--- config.mk ---
export PLATFORM = sky130hd
export DESIGN_NAME = axis_tx_pkt_arbiter
export DESIGN_NICKNAME = d
export VERILOG_FILES = /design/src/rtl/axis_tx_pkt_arbiter.sv
export SDC_FILE = /design/constraint.sdc
export NUM_CORES = 1
export LEC_CHECK = 0
export CAP_MARGIN = 20
export CORE_AREA = 2 2 88 90
export DETAILED_ROUTE_END_ITERATION = 10
export DIE_AREA = 0 0 90 92
export MAX_ROUTING_LAYER = met4
export PLACE_DENSITY = 0.8
export SLEW_MARGIN = 15
export SYNTH_ARGS = -nofsm -noshare
export SYNTH_HDL_FRONTEND = slang
export SYNTH_SLANG_ARGS = --single-unit
--- constraint.sdc ---
create_clock -name tx_clk_out -period 3.1 [get_ports tx_clk_out]
set_clock_uncertainty 0.2 [all_clocks]
set_input_delay 0.62 -clock tx_clk_out [delete_from_list [all_inputs] [get_ports tx_clk_out]]
set_output_delay 0.62 -clock tx_clk_out [all_outputs]
set_load 0.005 [all_outputs]
--- src/rtl/axis_tx_pkt_arbiter.sv ---
// Packet-level round-robin arbiter sharing one 64-bit AXI-Stream TX path among NUM_SRC sources.
// A granted frame passes unbroken through its tlast beat, then GAP_CYC idle cycles precede the next grant.
module axis_tx_pkt_arbiter #(
    parameter  int NUM_SRC = 2,
    parameter  int GAP_CYC = 2,
    localparam int GID_W   = $clog2(NUM_SRC)
) (
    input  logic                   tx_clk_out,
    input  logic                   sys_rst,
    input  logic [NUM_SRC-1:0]     s_axis_tvalid,
    input  logic [NUM_SRC*64-1:0]  s_axis_tdata,
    input  logic [NUM_SRC*8-1:0]   s_axis_tkeep,
    input  logic [NUM_SRC-1:0]     s_axis_tlast,
    output logic [NUM_SRC-1:0]     s_axis_tready,
    output logic                   m_axis_tvalid,
    output logic [63:0]            m_axis_tdata,
    output logic [7:0]             m_axis_tkeep,
    output logic                   m_axis_tlast,
    input  logic                   m_axis_tready,
    output logic [GID_W-1:0]       grant_id,
    output logic                   busy,
    output logic                   keep_err
);

    typedef enum logic [1:0] {
        ST_IDLE = 2'd0,
        ST_PASS = 2'd1,
        ST_GAP  = 2'd2
    } state_t;

    state_t           r_state, w_state_nxt;
    logic [GID_W-1:0] r_last_gnt, w_last_gnt_nxt;
    logic [GID_W-1:0] r_grant_id, w_grant_id_nxt;
    logic [3:0]       r_gap_cnt, w_gap_cnt_nxt;
    logic             r_keep_err, w_keep_err_nxt;

    logic             w_found;
    logic [GID_W-1:0] w_sel;
    logic             w_src_valid;
    logic             w_src_last;
    logic [63:0]      w_src_data;
    logic [7:0]       w_src_keep;
    logic             w_beat;

    function automatic logic keep_is_tail(input logic [7:0] keep);
        case (keep)
            8'h01, 8'h03, 8'h07, 8'h0F,
            8'h1F, 8'h3F, 8'h7F, 8'hFF: keep_is_tail = 1'b1;
            default:                    keep_is_tail = 1'b0;
        endcase
    endfunction

    // Round-robin search: first requester found upward from the slot after the previous owner.
    always_comb begin
        w_found = 1'b0;
        w_sel   = r_last_gnt;
        for (int k = 1; k <= NUM_SRC; k++) begin
            for (int i = 0; i < NUM_SRC; i++) begin
                if (!w_found && s_axis_tvalid[i] &&
                    (i == (int'(r_last_gnt) + k) % NUM_SRC)) begin
                    w_found = 1'b1;
                    w_sel   = GID_W'(i);
                end
            end
        end
    end

    // Combinational view of the granted source; the only registered part of the path is the select.
    always_comb begin
        w_src_valid = 1'b0;
        w_src_last  = 1'b0;
        w_src_data  = '0;
        w_src_keep  = '0;
        for (int i = 0; i < NUM_SRC; i++) begin
            if (r_grant_id == GID_W'(i)) begin
                w_src_valid = s_axis_tvalid[i];
                w_src_last  = s_axis_tlast[i];
                w_src_data  = s_axis_tdata[i*64 +: 64];
                w_src_keep  = s_axis_tkeep[i*8 +: 8];
            end
        end
    end

    assign w_beat = (r_state == ST_PASS) && w_src_valid && m_axis_tready;

    always_comb begin
        // NOTE: every output of this block gets a default first, so no path can infer a latch.
        w_state_nxt    = r_state;
        w_last_gnt_nxt = r_last_gnt;
        w_grant_id_nxt = r_grant_id;
        w_gap_cnt_nxt  = r_gap_cnt;
        m_axis_tvalid  = 1'b0;
        m_axis_tdata   = '0;
        m_axis_tkeep   = '0;
        m_axis_tlast   = 1'b0;
        s_axis_tready  = '0;

        case (r_state)
            ST_IDLE: begin
                if (w_found) begin
                    w_state_nxt    = ST_PASS;
                    w_grant_id_nxt = w_sel;
                    w_last_gnt_nxt = w_sel;
                end
            end
            ST_PASS: begin
                m_axis_tvalid = w_src_valid;
                m_axis_tdata  = w_src_data;
                m_axis_tkeep  = w_src_keep;
                m_axis_tlast  = w_src_last;
                for (int i = 0; i < NUM_SRC; i++) begin
                    s_axis_tready[i] = (r_grant_id == GID_W'(i)) && m_axis_tready;
                end
                if (w_beat && w_src_last) begin
                    if (GAP_CYC == 0) begin
                        w_state_nxt = ST_IDLE;
                    end else begin
                        w_state_nxt   = ST_GAP;
                        w_gap_cnt_nxt = 4'(GAP_CYC);
                    end
                end
            end
            ST_GAP: begin
                w_gap_cnt_nxt = r_gap_cnt - 4'd1;
                if (r_gap_cnt <= 4'd1) begin
                    w_state_nxt = ST_IDLE;
                end
            end
            default: begin
                w_state_nxt = ST_IDLE;
            end
        endcase
    end

    // Mid-frame tkeep must be full; the tlast beat must be an LSB-aligned contiguous mask.
    assign w_keep_err_nxt = w_beat &&
                            (w_src_last ? !keep_is_tail(w_src_keep) : (w_src_keep != 8'hFF));

    always_ff @(posedge tx_clk_out or posedge sys_rst) begin
        if (sys_rst) begin
            r_state    <= ST_IDLE;
            r_last_gnt <= GID_W'(NUM_SRC - 1);
            r_grant_id <= '0;
            r_gap_cnt  <= '0;
            r_keep_err <= 1'b0;
        end else begin
            // NOTE: non-blocking assignments so every register samples pre-edge values.
            r_state    <= w_state_nxt;
            r_last_gnt <= w_last_gnt_nxt;
            r_grant_id <= w_grant_id_nxt;
            r_gap_cnt  <= w_gap_cnt_nxt;
            r_keep_err <= w_keep_err_nxt;
        end
    end

    assign busy     = (r_state != ST_IDLE);
    assign grant_id = r_grant_id;
    assign keep_err = r_keep_err;

endmodule

==> results.toml, run 1 <==
[critical_path]
cp.arrival_ps = 2100
worst_path_max_delay_cell = "clkdlybuf4s50_1"
cp_num_buf_inv = 2
r2r-start = "grant_id$_DFFE_PP0P_"
cp_data_required_time_ps = 2280
path_max_fanout = 31
worstPathCellList = "nand2b_2 > buf_4 > nor2_1 > clkdlybuf4s50_1"
path_class = "reg -> out"
critPathTopFamily = "buffers and inverters"
r2r_slack_ps = 1270
start_kind = "flip-flop"
cp.depth = 4
r2r_end = "keep_err$_DFF_PP0_"
r2r_cells = 4
cpPeakStageDelay_ps = 530
worstSetupEndpointType = "output port"

[worst_hold_path]
hold_path_class = "reg -> reg"
min_to = "r_last_gnt$_DFFE_PP1P_"
worstHoldStart = "r_last_gnt$_DFFE_PP1P_"
holdPathStages = 2

[logic_synthesis]
yosysTopAreaCellShare_pct = 44.90
synth_compound_area_share_pct = 5.466
syn_avg_cell_area_sq_um = 7.368
ys_types = 28
yosysWarnings = 0
synth_xor_area_share_pct = 0.5102
synth_top_family_by_area = "multiplexers"
ys_ff_latch = 9
synthFlopType = "dfrtp_1"
synth_async_sr_flop_share_pct = 100.0
synthSimpleGateAreaFrac_pct = 25.66
synth_area_sq_mm = 0.001717
yosys.area.top_type = "mux2i_1"
synth_nets = 386
ys_seq_area_share_pct = 13.19
synth.area.top_cells = "mux2i_1 (45%), nor2_1 (18%), dfrtp_1 (12%)"
synth_edf_count = 0
yosys-mux-area-fraction_pct = 44.90
synthAdderAreaFrac_pct = 1.458
netlist_instances = 233
ys_top_cells_by_count = "nor2_1 (84), mux2i_1 (77), buf_4 (10)"
yosysMostFrequentCell = "nor2_1"

[global_route]
grt_overflow = 0
antenna_found_initial = 0
grtUsageTotal_pct = 18.03
grt_pass1_vias = 2394
grt_pass1_wl_um = 11980
grt_max_degree = 44

[pwr]
power.density_mw_per_mm2 = 724.3
p_leak_nw = 1.770
ir_drop_v = 0.0004744

[floorplanning]
dieHeight_um = 92
placementRows = 32
ios = 230
dieArea_sq_mm = 0.008280
core_sq_mm = 0.007447
die_w_um = 90
start_util_pct = 23.05

[finish]
area_growth_pct = 139.7
fin_util_pct = 55.24
layout-drive-gt1-share_pct = 2.870
layout.nets = 607
antenna_cells = 0

[routing]
drc_errors = 0
drt-total-wl_um = 7844
drt_pass1_iterations = 4
drtIter0Drc = 23
vias = 2486
vias_per_cell = 4.479
wl_per_cell_um = 14.13
antenna_left = 0

[place]
numPortBuffers = 229
globalplace.congestion = 0.7834
dp_hpwl_um = 6612

[job]
drv_cap = 0

[sta]
worstMarginPinSlew_ps = 567.7
period_share_pct = 94.04
hold_violations = 0
final-max-slew-violation-count = 0
period_minus_slack_ps = 2915
max_freq_mhz = 343.0
slew_headroom_pct = 61.81
rsz0062_at_grt = "no"
finalSetupViolations = 0
fin_tns_setup_ps = 0

[clock_network]
cts_tree = "done"
path_clk_slew_ps = 40
hold_buffers = 0
cts_buffers = 3
post_cts_buffers = 0
insertion_delay_ps = 230
root_buffer = "clkbuf_8"
cts_max_path_buffers = 2
cts.repair.resized = 0
ctsHtreeMaxLevel = 1
cts.sinks = 9

[run_status]
outcome = "finished clean"
-- through the flow --
| stage | area, sq um | cells | hold slack (ps) | setup WS, ps | power (mW) |
|---|---|---|---|---|---|
| 2_1_floorplan | 1717 | 233 | 247.2 | 1217 | 1.475 |
| 3_3_place_gp | 4069 | 551 | 265.7 | 380.6 | 2.820 |
| 3_5_place_dp | 4069 | 551 | 273.7 | 351.2 | 2.871 |
| 4_1_cts | 4114 | 555 | 278.5 | 163.8 | 3.021 |
| 5_1_grt | 4114 | 555 | 306.7 | 74.79 | 3.205 |
| 6_report | 4114 | 555 | 276.9 | 184.7 | 2.980 |
-- kinds of logic after synthesis --
| family | count (synthesis) |
|---|---|
| buffers and inverters | 23 |
| AND/OR/NAND/NOR | 105 |
| adder cells (fa/ha/maj) | 2 |
| flip-flops | 9 |
| XOR/XNOR | 1 |
| AO/OA/AOI/OAI | 16 |
| multiplexers | 77 |
-- state kept, by name (all words and copies together) (netlist names) --
register,cells
r_gap_cnt,4
r_state,2
grant_id,1
keep_err,1
r_last_gnt,1
-- where the power goes --
group	switching [mW]	leakage (nW)	internal (mW)
sequential	0.0491	0.109	0.170
clock	0.0461	0.0228	0.0895
combinational	1.05	1.64	1.57
-- area by class of cell --
cell class                 instances  area [sq um]
clock buffer                       4         45.04
fill                             712          3333
inverter                           6         22.52
multi-input combinational        201          1341
sequential                         9         230.2
tap                              102         127.6
timing repair buffer             233          2347
-- routing by layer --
metal / global-route usage (%) / vias up / wire (um)
met2: 32.58 / 109 / 3965
met5: - / - / 0
li1: - / 1237 / -
met3: 3.780 / 9 / 549
met1: 20.73 / 1131 / 3226
met4: 3.590 / 0 / 103
-- worst max path at each step --
stage / startpoint / endpoint / slack [ps]
2_1_floorplan: grant_id$_DFFE_PP0P_ / m_axis_tdata[19] / 1220
3_3_place_gp: s_axis_tvalid[0] / m_axis_tvalid / 380
3_5_place_dp: s_axis_tvalid[0] / m_axis_tvalid / 350
4_1_cts: r_state[1]$_DFFE_PP0P_ / m_axis_tdata[31] / 160
5_1_grt: r_state[1]$_DFFE_PP0P_ / m_axis_tdata[31] / 70
6_report: r_state[1]$_DFFE_PP0P_ / m_axis_tdata[31] / 180
-- layout by cell type (no fill, tap or decap) --
cell | synthesis | layout
dfrtp_4 | 0 | 1
nand3b_1 | 1 | 1
dfstp_2 | 1 | 1
o211ai_1 | 2 | 2
nor4_2 | 2 | 2
nand4_1 | 1 | 1
a21o_1 | 2 | 2
xnor2_1 | 1 | 1
nand2b_1 | 2 | 1
o21ai_1 | 2 | 2
ha_1 | 2 | 2
buf_4 | 10 | 2
and3_1 | 1 | 1
a31oi_1 | 1 | 1
nand4b_1 | 1 | 1
inv_1 | 5 | 5
inv_2 | 1 | 1
clkbuf_1 | 0 | 1
a211oi_1 | 1 | 1
nor4_1 | 2 | 2
a21oi_1 | 7 | 7
nand2b_2 | 0 | 1
mux2i_1 | 77 | 77
nor3_1 | 2 | 2
clkbuf_8 | 0 | 3
o21ai_0 | 1 | 1
buf_12 | 0 | 2
nor2_1 | 84 | 84
dfrtp_1 | 8 | 7
nor2b_1 | 1 | 1
clkdlybuf4s50_1 | 0 | 229
nand2_1 | 8 | 8
-- worst reg2reg max path: cells and delay by family (launching register included) --
family                 cells  cell delay (ps)
and+or+nand+nor            2              630
AOI/OAI and AO/OA          1              160
DFF                        1              440
buffers and inverters      1              260
Note: power is estimated with default switching activity, not from simulation.
==> run 2, diff against run 1 <==
--- a/config.mk
+++ b/config.mk
@@ -5,12 +5,13 @@
 export SDC_FILE = /design/constraint.sdc
 export NUM_CORES = 1
 export LEC_CHECK = 0
+export ABC_AREA = 1
 export CAP_MARGIN = 20
-export CORE_AREA = 2 2 88 90
+export CORE_AREA = 2 2 90 92
 export DETAILED_ROUTE_END_ITERATION = 10
-export DIE_AREA = 0 0 90 92
+export DIE_AREA = 0 0 92 94
 export MAX_ROUTING_LAYER = met4
-export PLACE_DENSITY = 0.8
+export PLACE_DENSITY = 0.78
 export SLEW_MARGIN = 15
 export SYNTH_ARGS = -nofsm -noshare
 export SYNTH_HDL_FRONTEND = slang
==> results.toml, run 2 <==
[sta]
finalSetupViolations = 0
worst_slack_ps = 259.7
fin_tns_setup_ps = 0
worstMarginPinSlew_ps = 440.6
final-max-slew-violation-count = 0
hold_violations = 0
period_share_pct = 91.62
max_freq_mhz = 352.1
slew_headroom_pct = 70.63
whs_ps = 300.7
rsz0062_at_grt = "no"
period_minus_slack_ps = 2840

[clock_network]
cts.sinks = 9
root_buffer = "clkbuf_8"
cts.repair.resized = 0
insertion_delay_ps = 230
post_cts_buffers = 0
path_clk_slew_ps = 50
cts_buffers = 3
ctsHtreeMaxLevel = 1
cts_max_path_buffers = 2
cts_tree = "done"
hold_buffers = 0

[logic_synthesis]
ys_ff_latch = 9
syn_avg_cell_area_sq_um = 4.911
netlist_instances = 360
ys_types = 22
ys_seq_area_share_pct = 12.81
synth.area.top_cells = "nand2_1 (41%), a21oi_1 (19%), dfrtp_1 (11%)"
synth_nets = 513
synth_area_sq_mm = 0.001768
synth_async_sr_flop_share_pct = 100.0
yosysMostFrequentCell = "nand2_1"
yosysWarnings = 0
synthFlopType = "dfrtp_1"
yosys.area.top_type = "nand2_1"
synth_edf_count = 0
ys_top_cells_by_count = "nand2_1 (192), a21oi_1 (66), inv_1 (25)"
yosysTopAreaCellShare_pct = 40.76

[job]
drv_cap = 0

[floorplanning]
ios = 230
die_w_um = 92
dieArea_sq_mm = 0.008648
dieHeight_um = 94
placementRows = 32
core_sq_mm = 0.007607
start_util_pct = 23.24

[finish]
area_growth_pct = 135.1
design_area_sq_mm = 0.004156
layout-drive-gt1-share_pct = 3.478
nFillCells = 726
layout.nets = 729
final_cell_mix = "clkdlybuf4s50_1 (229), nand2_1 (192), a21oi_1 (66)"
final_common_cell = "clkdlybuf4s50_1"
largest_register_ffs = 4
reg_top3 = "r_gap_cnt (4), r_state (2)"
antenna_cells = 0
top_register = "r_gap_cnt"

[critical_path]
r2r_slack_ps = 1270
path_max_fanout = 19
cpPeakStageDelay_ps = 520
cp_num_buf_inv = 3
cp_data_required_time_ps = 2280
cp.arrival_ps = 2020
start_kind = "flip-flop"
worstSetupEndpointType = "output port"
worstPathCellList = "inv_2 > buf_4 > nand2_1 > a21oi_1 > clkdlybuf4s50_1"
worst_path_max_delay_cell = "clkdlybuf4s50_1"
critPathTopFamily = "buffers and inverters"
path_class = "reg -> out"

[run_status]
outcome = "finished clean"

[pwr]
combPwrFrac_pct = 88.9
pwr-share-clk_pct = 4.3
power.density_mw_per_mm2 = 736.0
ir_drop_v = 0.0005002
p_int_mw = 1.732
switching_share_pct = 43.40
power_switching_mw = 1.328
p_leak_nw = 1.853
power_frac_seq_pct = 6.8

[routing]
antenna_left = 0
drc_errors = 0
wl_per_cell_um = 12.67
drt_pass1_iterations = 4
vias = 2989
drt-total-wl_um = 8577
drtIter0Drc = 82
vias_per_cell = 4.415

[global_route]
use_met1_pct = 21.00
grt_overflow = 0
grt_pass1_wl_um = 13080
met2_usage_pct = 35.29
grt_max_degree = 86
grtUsageTotal_pct = 18.54
grtUsageMet3_pct = 2.889
antenna_found_initial = 0
grt_pass1_vias = 2801
grt.busiest_layer = "met2"

[place]
globalplace.congestion = 0.7955
dpl_worst_slack_ps = 305.7
dp_hpwl_um = 6877
place_area_sq_mm = 0.004111
numPortBuffers = 229

[worst_hold_path]
hold_path_class = "reg -> reg"
## run 2: cells by family after synthesis
| family | after synthesis | synth area share, % |
|---|---|---|
| compound gates | 76 | 21.87 |
| flops | 9 | 12.81 |
| simple gates | 219 | 47.98 |
| xor+xnor | 1 | 0.4955 |
| buf+inv | 53 | 15.43 |
| fa+ha+maj | 2 | 1.415 |
## run 2: per-layer routing
layer,part of all wire [%],up-vias
met1,39,1305
met4,1.0,0
met5,0,-
li1,-,1548
met2,52,128
met3,7.6,8
## run 2: path summary, 6_finish.rpt
kind / start / cells after the start / end
max in group asynchronous: sys_rst / 2 / r_last_gnt$_DFFE_PP1P_
hold reg to reg: r_last_gnt$_DFFE_PP1P_ / 2 / r_last_gnt$_DFFE_PP1P_
hold / removal: r_last_gnt$_DFFE_PP1P_ / 2 / r_last_gnt$_DFFE_PP1P_
setup reg to reg: grant_id$_DFFE_PP0P_ / 7 / r_gap_cnt[2]$_DFFE_PP0P_
setup / recovery: grant_id$_DFFE_PP0P_ / 5 / m_axis_tkeep[0]
min in group asynchronous: sys_rst / 2 / r_state[1]$_DFFE_PP0P_
## run 2: cell type report
type                            count  area (sq um)  share of cell area (%)
Sequential cell                     9         227.7                   5.479
Multi-Input combinational cell    298          1269                   30.52
Timing Repair Buffer              236          2382                   57.31
Tap cell                          102         127.6                   3.070
Clock buffer                        4         45.04                   1.084
Inverter                           28         105.1                   2.529
## run 2: power groups by stage
stage / registers [mW] / logic, mW / clock network (mW)
global route: 0.213 / 3.00 / 0.142
CTS: 0.209 / 2.75 / 0.135
global placement: 0.207 / 2.70 / 0
floorplan: 0.204 / 1.28 / 0
detailed placement: 0.210 / 2.74 / 0
finish: 0.209 / 2.72 / 0.132
## run 2: per-stage QoR
step | cells | util [%] | power (mW)
finish | 677 | 54.64 | 3.059
global route | 677 | 54.64 | 3.352
CTS | 677 | 54.64 | 3.096
detailed placement | 673 | 54.05 | 2.950
global placement | 673 | 54.05 | 2.907
floorplan | 360 | - | 1.481
## run 2: worst reg2reg max path, stage by stage (launching register included)
cell     delay (ps)
dfrtp_2         420
inv_2           320
buf_12          220
nand2_1          70
nand2_1          80
nand4_2         200
nand3_1         120
o21ai_1          80
==> edit 1 (config.mk and constraints of run 2) <==
Re-encode `state_t` (3 states) as one-hot, 3 bits wide.
--- a/src/rtl/axis_tx_pkt_arbiter.sv
+++ b/src/rtl/axis_tx_pkt_arbiter.sv
@@ -24,6 +24,6 @@
 
-    typedef enum logic [1:0] {
-        ST_IDLE = 2'd0,
-        ST_PASS = 2'd1,
-        ST_GAP  = 2'd2
+    typedef enum logic [2:0] {
+        ST_IDLE = 3'b001,
+        ST_PASS = 3'b010,
+        ST_GAP  = 3'b100
     } state_t;
Behaviour: no difference found for any inputs over 4 cycles, from zero or initial values and one cycle with sys_rst high; so few cycles prove little.
==> edit 1 against run 2 <==
  * Wire length is 3.8% higher
  * Fmax is 0.23% higher
  * Sequential cell count is 1 higher
  * Setup slack better by 6.6 ps
  * Synthesized area is 5.4% higher
  * Critical endpoint is now m_axis_tdata[3]
  * Via count is 1.8% higher
  * Total power is 27% lower
  * Cell area is 1.2% higher
==> edit 1: results (changes against run 2) <==
outcome = finished, final reports clean
IR drop worst, VDD = 0.000352 V (-30%)
slew margin rel. = 68.9% (-1.7 points)
first-pass GRT wire length = 13900 um (+6.3%)
Clock Path Buffers = 2 (unchanged)
hpwl dp = 7250 um (+5.5%)
routing usage on met3 = 4.09% (+1.2 points)
GP Congestion = 0.790 (-0.64%)
Slew Viols, Final = 0 (unchanged)
Synth area leaders = nand2_1 39%, a21oi_1 18%, dfrtp_1 11%
pre-CTS WS = 236 ps (-69.4 ps)
area delta synth->final = 126%
Yosys cell types = 24 (+9.1%)
biggest regs = r_gap_cnt (4), r_state (3)
largest net degree at the start of global routing = 65 (-24%)
initial antenna violation count = 1 (+1)
fill count = 735 (+1.2%)
All-Layer GR Usage = 20.0% (+1.5 points)
Reg2Reg Launch Point = r_state[0]
post-layout net count = 737 (+1.1%)
Leak Pwr = 1.86 nW (+0.33%)
Pint = 1.19 mW (-31%)
WL met1 = 3580 um (+6.1%)
met3 routed WL = 692 um (+5.5%)
Placed Cells = 681 (+1.2%)
reg-to-reg critical path endpoint = r_state[2]
Synth Instances = 369 (+2.5%)
layout cells sized above 1 = 3.77% (+0.30 points)
wire per inst = 13.0 um (+2.3%)
initial drt markers = 94 (+15%)
Reg2Reg Setup Slack = 1290 ps (+20 ps)
Post-synth top cells = 195 x nand2_1, 68 x a21oi_1, 29 x inv_1
vias per cell = 4.43 (+0.36%)
met2 usage = 37.4% (+2.1 points)
critical-path maximum fanout = 29 (+10)
post-place instance area = 4160 um2 (+1.1%)
metal2 WL = 4480 um (+0.34%)
Hold Slack = 267 ps (-33.4 ps)
==> edit 1: logic make-up (layout without fill, tap and decap cells) <==
kind of cell,count (synthesis),after routing,share of synthesized area (%)
compound gates,72,72,19.3
xor+xnor,2,2,0.940
fa+ha+maj,2,2,1.34
buf+inv,56,270,16.8
flops,10,10,13.6
other cells,0,2,0
simple gates,227,227,48.0
==> edit 1: worst max path at each step <==
stage / startpoint / slack (ps) / to
floorplan: r_state[0] / 1170 / m_axis_tdata[0]
global placement: s_axis_tdata[98] / 240 / m_axis_tdata[34]
detailed placement: s_axis_tdata[98] / 240 / m_axis_tdata[34]
CTS: s_axis_tdata[98] / 230 / m_axis_tdata[34]
global route: grant_id / 150 / m_axis_tdata[3]
finish: grant_id / 270 / m_axis_tdata[3]
==> edit 1: critical path, cell delays in order (launching register included) <==
cell and delay, ps:
dfrtp_2 440, inv_2 200, buf_4 340, nand2_1 80, a21oi_1 170, clkdlybuf4s50_1 550
==> edit 1: power by group through the flow <==
| stage | Combinational (mW) | Clock (mW) | Sequential (mW) |
|---|---|---|---|
| 3_5_place_dp | 1.87 | 0 | 0.241 |
| 6_report | 1.85 | 0.138 | 0.239 |
| 3_3_place_gp | 1.84 | 0 | 0.235 |
| 2_1_floorplan | 1.08 | 0 | 0.227 |
| 5_1_grt | 2.09 | 0.151 | 0.245 |
| 4_1_cts | 1.88 | 0.142 | 0.239 |
==> edit 1: layout make-up <==
cell class | instances | area share [%]
Multi-Input combinational cell | 303 | 30.8
Clock buffer | 4 | 1.07
Antenna cell | 2 | 0.119
Inverter | 31 | 2.77
Sequential cell | 10 | 6.04
Timing Repair Buffer | 235 | 56.1
Tap cell | 102 | 3.03
==> edit 2 (flow settings as in run 2) <==
Made on the original files. Set the parameter `NUM_SRC` to 8 (it was 2).
--- a/src/rtl/axis_tx_pkt_arbiter.sv
+++ b/src/rtl/axis_tx_pkt_arbiter.sv
@@ -3,3 +3,3 @@
 module axis_tx_pkt_arbiter #(
-    parameter  int NUM_SRC = 2,
+    parameter  int NUM_SRC = 8,
     parameter  int GAP_CYC = 2,
Interface: changed (6 resized); port bits go from 230 to 682. No check against the original RTL was run, so the function may have changed too.
==> edit 2 against run 2 <==
  * The flow now stops in 3_2_place_iop
  * Synthesized area rose to 3.5 times the old value
==> edit 2: results (changes against run 2) <==
outcome = stopped before the end
Yosys cell types = 41 (+86%)
Yosys reg bits = 13 (+4)
Mean Syn Cell Area = 5.19 um2 (+5.7%)
Post-synth top cells = 339 x nand2_1, 153 x a21oi_1, 131 x inv_1
FP Rows = 32 (unchanged)
Net Count, Synth = 1797 (+250%)
asr flop ratio synth = 100% (unchanged)
Synth area leaders = nand2_1 20%, a21oi_1 12%, a32oi_1 9.4%
tool error = [ERROR PPL-0024] Number of IO pins (682) exceeds maximum number of available positions (326). Increase the die perimeter from 372.00um to 927.52um.
most used flip-flop cell after synthesis = dfrtp_1
Halt Stage = 3_2_place_iop
Yosys warning total = 0 (unchanged)
post-synthesis sequential area ratio = 5.29% (-7.5 points)
==> edit 2: cell count changes after synthesis, moves of 12 or more <==
cell	change
nand2_1	+147
inv_1	+106
a21oi_1	+87
nand4_1	+80
clkbuf_1	+73
nor2_1	+69
a32oi_1	+67
o21ai_0	+59
o211ai_1	+52
nand3_1	+25
nor3_1	+16
buf_2	-14
buf_1	+12
==> edit 2: cells by family after synthesis <==
kind of cell	synth area share, %
compound gates	38.1
xor+xnor	0.141
fa+ha+maj	0.805
buf+inv	13.5
flops	5.29
simple gates	42.2
